===== config.mk =====
export PLATFORM = sky130hd
export DESIGN_NAME = game_sequencer_flat
export DESIGN_NICKNAME = d
export VERILOG_FILES = /design/src/rtl/game_pkg.sv /design/src/rtl/game_sequencer_if.sv /design/src/rtl/game_sequencer_btn_edge.sv /design/src/rtl/game_sequencer.sv /design/src/flat_wrapper.sv
export SDC_FILE = /design/constraint.sdc
export NUM_CORES = 1
export LEC_CHECK = 0
export ABC_AREA = 1
export CAP_MARGIN = 40
export CELL_PAD_IN_SITES_DETAIL_PLACEMENT = 1
export CELL_PAD_IN_SITES_GLOBAL_PLACEMENT = 1
export CORE_MARGIN = 1
export CORE_UTILIZATION = 39
export CTS_CLUSTER_DIAMETER = 60
export DETAILED_ROUTE_END_ITERATION = 10
export DONT_BUFFER_PORTS = 1
export GPL_ROUTABILITY_DRIVEN = 0
export PLACE_DENSITY = 0.87
export SYNTH_ARGS = -nofsm -noshare
export SYNTH_HDL_FRONTEND = slang
export SYNTH_SLANG_ARGS = --single-unit

===== constraint.sdc =====
create_clock -name clk -period 1.75 [get_ports clk]
set_input_delay 0.35 -clock clk [delete_from_list [all_inputs] [get_ports clk]]
set_output_delay 0.35 -clock clk [all_outputs]
set_load 0.02 [all_outputs]

===== src/rtl/game_pkg.sv =====
// Shared game-flow definitions: phase encoding and datapath widths used by the
// sequencer, screen, music and game-update blocks.
package game_pkg;

    localparam int STATE_W = 4;
    localparam int LEVEL_W = 6;
    localparam int TEXT_W  = 10;
    localparam int HP_W    = 21;
    localparam int FRAME_W = 16;

    typedef enum logic [STATE_W-1:0] {
        ST_IDLE  = 4'd0,
        ST_PAUSE = 4'd1,
        ST_PLAY  = 4'd2,
        ST_CLEAR = 4'd3,
        ST_WIN   = 4'd4,
        ST_LOSE  = 4'd5,
        ST_TEXT  = 4'd6
    } game_state_e;

    // Frame counters stick at all-ones rather than wrapping.
    function automatic logic [FRAME_W-1:0] satInc(input logic [FRAME_W-1:0] v);
        return (&v) ? v : v + FRAME_W'(1);
    endfunction

endpackage


===== src/rtl/game_sequencer_if.sv =====
// Button/HP inputs and phase outputs of the game sequencer, bundled for the
// surrounding screen, music and game-update blocks.
interface game_sequencer_if;
    import game_pkg::*;

    logic                enter;
    logic                pause;
    logic                frame_tick;
    logic [HP_W-1:0]     player_hp;
    logic [HP_W-1:0]     enemy_hp;
    logic [STATE_W-1:0]  state;
    logic [LEVEL_W-1:0]  level;
    logic [TEXT_W-1:0]   text_id;
    logic                load_level;
    logic                run;
    logic [FRAME_W-1:0]  play_frames;

    modport master (
        output enter, pause, frame_tick, player_hp, enemy_hp,
        input  state, level, text_id, load_level, run, play_frames
    );

    modport slave (
        input  enter, pause, frame_tick, player_hp, enemy_hp,
        output state, level, text_id, load_level, run, play_frames
    );

endinterface


===== src/rtl/game_sequencer_btn_edge.sv =====
// Rising-edge detector for an already debounced button; history resets high so
// a button held through reset must be released before it can fire.
module btn_edge (
    input  logic clk,
    input  logic rst_n,
    input  logic btn,
    output logic rise
);

    logic prevReg;

    always_ff @(posedge clk or negedge rst_n) begin
        if (!rst_n) begin
            prevReg <= 1'b1;
        end else begin
            prevReg <= btn;
        end
    end

    assign rise = btn & ~prevReg;

endmodule


===== src/rtl/game_sequencer.sv =====
// Game-flow FSM: IDLE -> TEXT pages -> PLAY -> CLEAR/LOSE -> ... -> WIN.
// Define GAME_SEQ_RETRY_EN to let enter in LOSE retry the current level.
module game_sequencer
    import game_pkg::*;
#(
    parameter int MAX_LEVEL    = 5,
    parameter int TEXT_PAGES   = 4,
    parameter int TEXT_TIMEOUT = 0
) (
    input  logic             clk,
    input  logic             rst_n,
    game_sequencer_if.slave  bus
);

    if ((MAX_LEVEL * TEXT_PAGES + TEXT_PAGES - 1) > 1023) begin : gTextIdRange
        $error("game_sequencer: MAX_LEVEL*TEXT_PAGES+TEXT_PAGES-1 exceeds 1023");
    end
    if (TEXT_PAGES < 1 || TEXT_PAGES > 15) begin : gPagesRange
        $error("game_sequencer: TEXT_PAGES must be 1..15");
    end

    localparam logic [LEVEL_W-1:0] LAST_LEVEL = LEVEL_W'(MAX_LEVEL);
    localparam logic [3:0]         LAST_PAGE  = 4'(TEXT_PAGES - 1);
    localparam logic [FRAME_W-1:0] TIMER_LAST = FRAME_W'((TEXT_TIMEOUT == 0) ? 0 : TEXT_TIMEOUT - 1);

    logic enterEdge;
    logic pauseEdge;

    btn_edge uEnterEdge (.clk(clk), .rst_n(rst_n), .btn(bus.enter), .rise(enterEdge));
    btn_edge uPauseEdge (.clk(clk), .rst_n(rst_n), .btn(bus.pause), .rise(pauseEdge));

    logic [STATE_W-1:0] stateReg;
    logic [LEVEL_W-1:0] levelReg;
    logic [3:0]         pageReg;
    logic [FRAME_W-1:0] textTimer;
    logic [FRAME_W-1:0] playFrames;
    logic               armReg;
    logic               runReg;
    logic               loadLevel;

    logic timeoutHit;
    logic textAdvance;
    logic [TEXT_W-1:0] textIdx;

    assign timeoutHit  = (TEXT_TIMEOUT != 0) && bus.frame_tick && (textTimer == TIMER_LAST);
    // A coinciding press and timeout still advance just one page.
    assign textAdvance = enterEdge | timeoutHit;
    assign textIdx     = TEXT_W'(levelReg) * TEXT_W'(TEXT_PAGES) + TEXT_W'(pageReg);

    always_ff @(posedge clk or negedge rst_n) begin
        if (!rst_n) begin
            stateReg   <= ST_IDLE;
            levelReg   <= '0;
            pageReg    <= '0;
            textTimer  <= '0;
            playFrames <= '0;
            armReg     <= 1'b0;
            runReg     <= 1'b0;
            loadLevel  <= 1'b0;
        end else begin
            loadLevel <= 1'b0;
            case (stateReg)
                ST_IDLE: begin
                    if (enterEdge) begin
                        levelReg  <= LEVEL_W'(1);
                        pageReg   <= '0;
                        textTimer <= '0;
                        stateReg  <= ST_TEXT;
                    end
                end
                ST_TEXT: begin
                    if (textAdvance) begin
                        textTimer <= '0;
                        if (pageReg == LAST_PAGE) begin
                            stateReg   <= ST_PLAY;
                            loadLevel  <= 1'b1;
                            runReg     <= 1'b1;
                            playFrames <= '0;
                            armReg     <= 1'b0;
                        end else begin
                            pageReg <= pageReg + 4'd1;
                        end
                    end else if (bus.frame_tick && (TEXT_TIMEOUT != 0)) begin
                        textTimer <= textTimer + FRAME_W'(1);
                    end
                end
                ST_PLAY: begin
                    if (bus.frame_tick) begin
                        playFrames <= satInc(playFrames);
                    end
                    // First tick after entry only arms, giving the datapath a frame to reload HP.
                    if (pauseEdge) begin
                        stateReg <= ST_PAUSE;
                        runReg   <= 1'b0;
                    end else if (bus.frame_tick) begin
                        if (!armReg) begin
                            armReg <= 1'b1;
                        end else if (bus.player_hp == '0) begin
                            stateReg <= ST_LOSE;
                            runReg   <= 1'b0;
                        end else if (bus.enemy_hp == '0) begin
                            stateReg <= ST_CLEAR;
                            runReg   <= 1'b0;
                        end
                    end
                end
                ST_PAUSE: begin
                    if (pauseEdge) begin
                        stateReg <= ST_PLAY;
                        runReg   <= 1'b1;
                    end
                end
                ST_CLEAR: begin
                    if (enterEdge) begin
                        if (levelReg == LAST_LEVEL) begin
                            stateReg <= ST_WIN;
                        end else begin
                            levelReg  <= levelReg + LEVEL_W'(1);
                            pageReg   <= '0;
                            textTimer <= '0;
                            stateReg  <= ST_TEXT;
                        end
                    end
                end
                ST_WIN: begin
                    if (enterEdge) begin
                        levelReg <= '0;
                        pageReg  <= '0;
                        stateReg <= ST_IDLE;
                    end
                end
                ST_LOSE: begin
`ifdef GAME_SEQ_RETRY_EN
                    if (enterEdge) begin
                        stateReg   <= ST_PLAY;
                        loadLevel  <= 1'b1;
                        runReg     <= 1'b1;
                        playFrames <= '0;
                        armReg     <= 1'b0;
                    end else if (pauseEdge) begin
                        levelReg <= '0;
                        pageReg  <= '0;
                        stateReg <= ST_IDLE;
                    end
`else
                    if (enterEdge) begin
                        levelReg <= '0;
                        pageReg  <= '0;
                        stateReg <= ST_IDLE;
                    end
`endif
                end
                default: begin
                    stateReg <= ST_IDLE;
                    levelReg <= '0;
                    pageReg  <= '0;
                    runReg   <= 1'b0;
                    armReg   <= 1'b0;
                end
            endcase
        end
    end

    assign bus.state       = stateReg;
    assign bus.level       = levelReg;
    assign bus.text_id     = (stateReg == ST_IDLE) ? '0 : textIdx;
    assign bus.load_level  = loadLevel;
    assign bus.run         = runReg;
    assign bus.play_frames = playFrames;

endmodule


===== src/flat_wrapper.sv =====
// flat-port wrapper written by rule: the top's interface ports become plain ports
module game_sequencer_flat import game_pkg::*;
#(
    parameter int MAX_LEVEL    = 5,
    parameter int TEXT_PAGES   = 4,
    parameter int TEXT_TIMEOUT = 0
)
  (clk, rst_n, bus_enter, bus_pause, bus_frame_tick, bus_player_hp, bus_enemy_hp, bus_state, bus_level, bus_text_id, bus_load_level, bus_run, bus_play_frames);
  game_sequencer_if bus_i ();
  input  logic clk;
  input  logic rst_n;
  input wire logic [$bits(bus_i.enter)-1:0] bus_enter;
  input wire logic [$bits(bus_i.pause)-1:0] bus_pause;
  input wire logic [$bits(bus_i.frame_tick)-1:0] bus_frame_tick;
  input wire logic [$bits(bus_i.player_hp)-1:0] bus_player_hp;
  input wire logic [$bits(bus_i.enemy_hp)-1:0] bus_enemy_hp;
  output wire logic [$bits(bus_i.state)-1:0] bus_state;
  output wire logic [$bits(bus_i.level)-1:0] bus_level;
  output wire logic [$bits(bus_i.text_id)-1:0] bus_text_id;
  output wire logic [$bits(bus_i.load_level)-1:0] bus_load_level;
  output wire logic [$bits(bus_i.run)-1:0] bus_run;
  output wire logic [$bits(bus_i.play_frames)-1:0] bus_play_frames;
  assign bus_i.enter = bus_enter;
  assign bus_i.pause = bus_pause;
  assign bus_i.frame_tick = bus_frame_tick;
  assign bus_i.player_hp = bus_player_hp;
  assign bus_i.enemy_hp = bus_enemy_hp;
  assign bus_state = bus_i.state;
  assign bus_level = bus_i.level;
  assign bus_text_id = bus_i.text_id;
  assign bus_load_level = bus_i.load_level;
  assign bus_run = bus_i.run;
  assign bus_play_frames = bus_i.play_frames;
  game_sequencer #(.MAX_LEVEL(MAX_LEVEL), .TEXT_PAGES(TEXT_PAGES), .TEXT_TIMEOUT(TEXT_TIMEOUT)) u_core (.clk(clk), .rst_n(rst_n), .bus(bus_i));
endmodule

; ---- Yosys cells after proc, flatten, opt, wreduce, memory -nomap -nowiden
; Index checks and enable logic that the tools add are counted.
[word_totals]
ff_bits = 35
elab_cells = 107
out_inout_bits = 38
[classes]
mux = 46
bitwise_logic = 8
n_addsub = 4
n_eq_ne = 23
n_reduce_logical = 17
[ops]
columns = cell, n
row1 = 16-bit two-way mux, 4
row2 = 4-bit two-way mux, 15
row3 = 21-bit zero test, 2
row4 = 16-bit case mux with 2 select lines, 1
row5 = 6-bit two-way mux, 4
row6 = 4-bit case mux with 6 select lines, 1
row7 = 6-bit case mux with 4 select lines, 1
row8 = "16-bit by 1-bit adder with 16-bit output, second input constant", 1
row9 = 4-bit case mux with 4 select lines, 1
row10 = 16-bit AND reduction, 1
row11 = 1-bit two-way mux, 15
row12 = 5-bit AND reduction, 3
row13 = "2-bit by 1-bit != test with 1-bit output, second input constant", 7
row14 = "4-bit by 2-bit == test with 1-bit output, second input constant", 3
row15 = "4-bit by 3-bit == test with 1-bit output, second input constant", 3
row16 = 10-bit two-way mux, 1
row17 = "2-bit != test, second input constant", 5
row18 = 8-bit by 4-bit adder with 9-bit output, 1
row19 = 9-bit AND reduction, 1
row20 = 7-bit AND reduction, 1
row21 = "6-bit by 1-bit adder with 6-bit output, second input constant", 1
row22 = "6-bit by 3-bit == test with 1-bit output, second input constant", 1
row23 = 1-bit NOT, 6
row24 = 6-bit AND reduction, 1
row25 = 15 further kinds, 18

; ---- Depth between registers and ports, before layout
[depth]
word_depth = 7
ltp_mapped = 12
depth_no_buf = 12

; ---- Hierarchy
; From an unflattened synthesis, not the netlist that was laid out.
[hier_totals]
hier_cells = 360
hier_area_um2 = 2473.6
[by_module_without_submodules]
columns = module, area_per_inst_um2, seq_area_each_um2, cells_each, n_inst
row1 = game_sequencer, 2401.1, 800.8, 354, 1
row2 = btn_edge, 36.3, 26.3, 3, 2

; ---- Least setup slack after synthesis
; No wires, ideal clock.
[synth_path]
path_kind = register -> output
startpoint = reg u_core.levelReg[0] (netlist: u_core.bus.level[0])
endpoint = out bus_text_id[8]
t_arrival_ns = 1.871
path_stages_with_launch = 7
path_slack_ns = -0.471
cell_sequence = dfrtp_1 ha_1 inv_1 fa_1 nor2_1 nand2_1 nor3_1
[synth_via]
elab_chain_cells = 2
[synth_rtl]
columns = element, line_no
row1 = "start, declared", game_sequencer.sv:33  ; logic [LEVEL_W-1:0] levelReg;
row2 = "start signal, assigned", game_sequencer.sv:118  ; levelReg <= levelReg + LEVEL_W'(1);
row3 = 8-bit by 4-bit adder with 9-bit output, game_sequencer.sv:48  ; assign textIdx = TEXT_W'(levelReg) * TEXT_W'(TEXT_PAGES) + TEXT_W'(pageReg);
row4 = 10-bit two-way mux, game_sequencer.sv:166  ; assign bus.text_id = (stateReg == ST_IDLE) ? '0 : textIdx;
row5 = "end, declared", flat_wrapper.sv:19  ; output wire logic [$bits(bus_i.text_id)-1:0] bus_text_id;
; No other way between the ends.

; ---- Final worst setup path
[layout_path]
startpoint = reg u_core.pageReg[2]
endpoint = out bus_text_id[8]
[layout_via]
elab_chain_cells = 2
[layout_rtl]
columns = element, line_no
row1 = "start, declared", game_sequencer.sv:34  ; logic [3:0] pageReg;
row2 = "start signal, assigned", game_sequencer.sv:81  ; pageReg <= pageReg + 4'd1;
row3 = 8-bit by 4-bit adder with 9-bit output, game_sequencer.sv:48
row4 = 10-bit two-way mux, game_sequencer.sv:166
; No other way between the ends.

==> flow_summary.yaml <==
global_route:
  overflow: 0
  antenna_found_initial: 0
  grt_usage_pct: 28.42
  grt_max_degree: 35
  first_global_vias: 2879
  grt_pass1_wl_microns: 14080
timing:
  layout_min_cycle_time_ps: 2061
  setup_viol: 10
  fin_skew_ps: 5.466
  slew_violations: 0
  fin_ws_ps: -310.9
  period_share_pct: 117.8
  finalHoldViolCount: 0
  max_freq_mhz: 485.2
  grt_setup_unrepaired: "true"
floorplan:
  io_pins: 85
  die_h_microns: 81.88
  core_sq_mm: 0.006026
  die_area_sq_mm: 0.006704
  start_util_pct: 41.30
  fp-row-count: 28
  chipWidth_microns: 81.88
clock_network:
  cts_buffer_depth: 2
  cts.sinks: 34
  cts.htree.levels: 2
  path_clk_slew_ps: 80
  cts_root_buf: "clkbuf_8"
  cts_tree: "done"
  cts_buffers: 5
  clk_latency_ps: 310
drt:
  avgRoutedWirePerCell_microns: 19.97
  first_pass_iters: 5
  vias_per_cell: 5.672
  drt-total-wl_microns: 10310
  via_count: 2927
  drt_iter0_drc: 191
  drc_errors: 0
  ant_nets: 0
place:
  place_area_sq_mm: 0.002897
  dp_hpwl_microns: 5860
  io_buffer_count: 0
synthesis:
  ys_seq_area_share_pct: 34.29
  synth_adder_area_share_pct: 3.821
  synth_area_leaders: "dfrtp_1 32%, nand2_1 16%, nor2_1 12%"
  synth_simple_gate_area_share_pct: 41.53
  syn_area_sq_mm: 0.002489
  synth_cells: 377
  synth_top_area_share_pct: 32.18
  post_synth.cell_area_avg_sq_um: 6.601
  netlist.top_cell.by_area: "dfrtp_1"
  synth_xor_area_share_pct: 5.631
  ys_types: 35
  synth-compound-area-share_pct: 5.832
  ys_warn_count: 0
  synth_top_family_by_area: "simple AND/OR/NAND/NOR gates"
  synth.most_common_cell: "nand2_1"
  ys_async_sr_fraction_pct: 100.0
  yosys-mux-area-fraction_pct: 0
  synth_edf_count: 0
  synth_top_flop_cell: "dfrtp_1"
  synth_seq_cells: 34
  netlist_top_cells_count: "108 x nand2_1, 77 x nor2_1, 37 x inv_1, 32 x dfrtp_1, 24 x nand3_1"
finish:
  fin_nets: 494
  antenna_cells: 0
  syn_to_final_growth_pct: 37.56
  drive_gt1_share_pct: 31.97
  final_cell_area_sq_mm: 0.003423
min_path:
  hold_path_class: "in -> reg"
  hold_end: "u_core.uEnterEdge.prevReg$_DFF_PN1_"
  min_path_cells: 0
  min_from: "bus_enter"
worst_setup_path:
  critical_path_class: "reg -> out"
  rrSetupSlack_ps: -10
  cp-start-kind: "flop"
  critPathArrivalTime_ps: 1710
  reg2reg_to: "u_core.pageReg[3]$_DFFE_PN0P_"
  r2r-start: "u_core.bus.state[1]$_DFFE_PN0P_"
  reg2reg_depth: 9
  required_ps: 1400
  end_kind: "output port"
  path_max_fanout: 2
pwr:
  combPwrFrac_pct: 59.8
  p_total_uw: 4439
  switching_share_pct: 47.52
  p_clk_share_pct: 17.3
  p_int_uw: 2329
  peakVddDrop_mv: 0.6159
  leakage_uw: 0.001622
  power_density_mw_per_mm2: 1297
  switchingPower_uw: 2109
  seqPwrFrac_pct: 22.9
run_status:
  violations: "setup timing"
  status: "finished, violations left"
run:
  drv_cap: 0
==> state kept, by name, indices dropped and copies added, names as in the netlist, 3 cells and up <==
| name | flops |
|---|---|
| u_core.bus.level | 6 |
| u_core.bus.play_frames | 16 |
| u_core.bus.state | 3 |
| u_core.pageReg | 4 |
==> power groups by stage <==
| stage | Sequential, uW | Combinational [uW] | Clock (uW) |
|---|---|---|---|
| CTS | 1000 | 2140 | 759 |
| detailed placement | 1020 | 1710 | 0 |
| global placement | 1010 | 1640 | 0 |
| finish | 1010 | 2650 | 770 |
| global route | 1030 | 2820 | 797 |
| floorplan | 1110 | 1080 | 0 |
==> layout make-up <==
class | instances | area, sq um
clock buffer | 5 | 68.82
clock inverter | 3 | 40.04
fill | 780 | 2603
inverter | 43 | 178.9
multi-input combinational | 293 | 1634
sequential | 34 | 857.1
tap | 75 | 93.84
timing repair buffer | 63 | 550.5
==> per-layer routing <==
layer / vias up / global-route usage, % / wire length [microns]
met3: 29 / 5.889 / 638
met5: - / 0 / 0
met4: 0 / 12.11 / 350
li1: 1304 / - / -
met2: 151 / 48.35 / 5224
met1: 1443 / 34.47 / 4092
==> per-stage QoR <==
step | hold WS (ps) | setup TNS, ps | cells | worst slack [ps] | utilization [%]
floorplan | 54.41 | -170.5 | 378 | -94.13 | -
global placement | 55.10 | 0 | 487 | 28.12 | 48.07
detailed placement | 55.03 | -34.06 | 487 | -26.17 | 48.07
CTS | 40.11 | -1916 | 506 | -285.0 | 53.41
global route | 28.52 | -2982 | 516 | -382.7 | 56.81
finish | 34.30 | -1434 | 516 | -310.9 | 56.81
==> layout by cell type, fill, tap and decap left out, types with 9 or more instances in the layout <==
cell type / n
nand3_1: 20
nor2_2: 11
nor2_1: 61
nand2_1: 100
inv_1: 32
nand4_1: 9
buf_4: 50
dfrtp_1: 29
xor2_1: 14
==> how the worst max path moves through the flow <==
| stage | startpoint | end | cells after the start |
|---|---|---|---|
| floorplan | u_core.bus.level[0]$_DFFE_PN0P_ | bus_text_id[8] | 6 |
| global placement | u_core.pageReg[2]$_DFFE_PN0P_ | bus_text_id[8] | 6 |
| detailed placement | u_core.pageReg[2]$_DFFE_PN0P_ | bus_text_id[8] | 6 |
| CTS | u_core.pageReg[2]$_DFFE_PN0P_ | bus_text_id[8] | 6 |
| global route | u_core.pageReg[2]$_DFFE_PN0P_ | bus_text_id[8] | 6 |
| finish | u_core.pageReg[2]$_DFFE_PN0P_ | bus_text_id[8] | 6 |
==> critical path: stages, from the launching register on <==
cell     delay, ps
dfrtp_1        400
ha_4           150
inv_2           40
fa_2           360
nor2_2         140
nand2_2         90
nor3_4         220
==> cells by family after synthesis <==
kind of cell | count (synthesis)
other cells | 1
compound gates | 27
xor+xnor | 16
simple gates | 241
fa+ha+maj | 7
flops | 34
buf+inv | 51
==> what timing repair did <==
action / in CTS / in global routing
hold endpoints to repair: 34 / 0
hold buffers: 2 / 0
buffers inserted: 8 / 12
cloned: 1 / 0
endpoints found under the setup margin: 16 / 40
resized for setup: 30 / 46
pin swaps: 8 / 16
No activity file was read; power rests on OpenSTA's default activity.
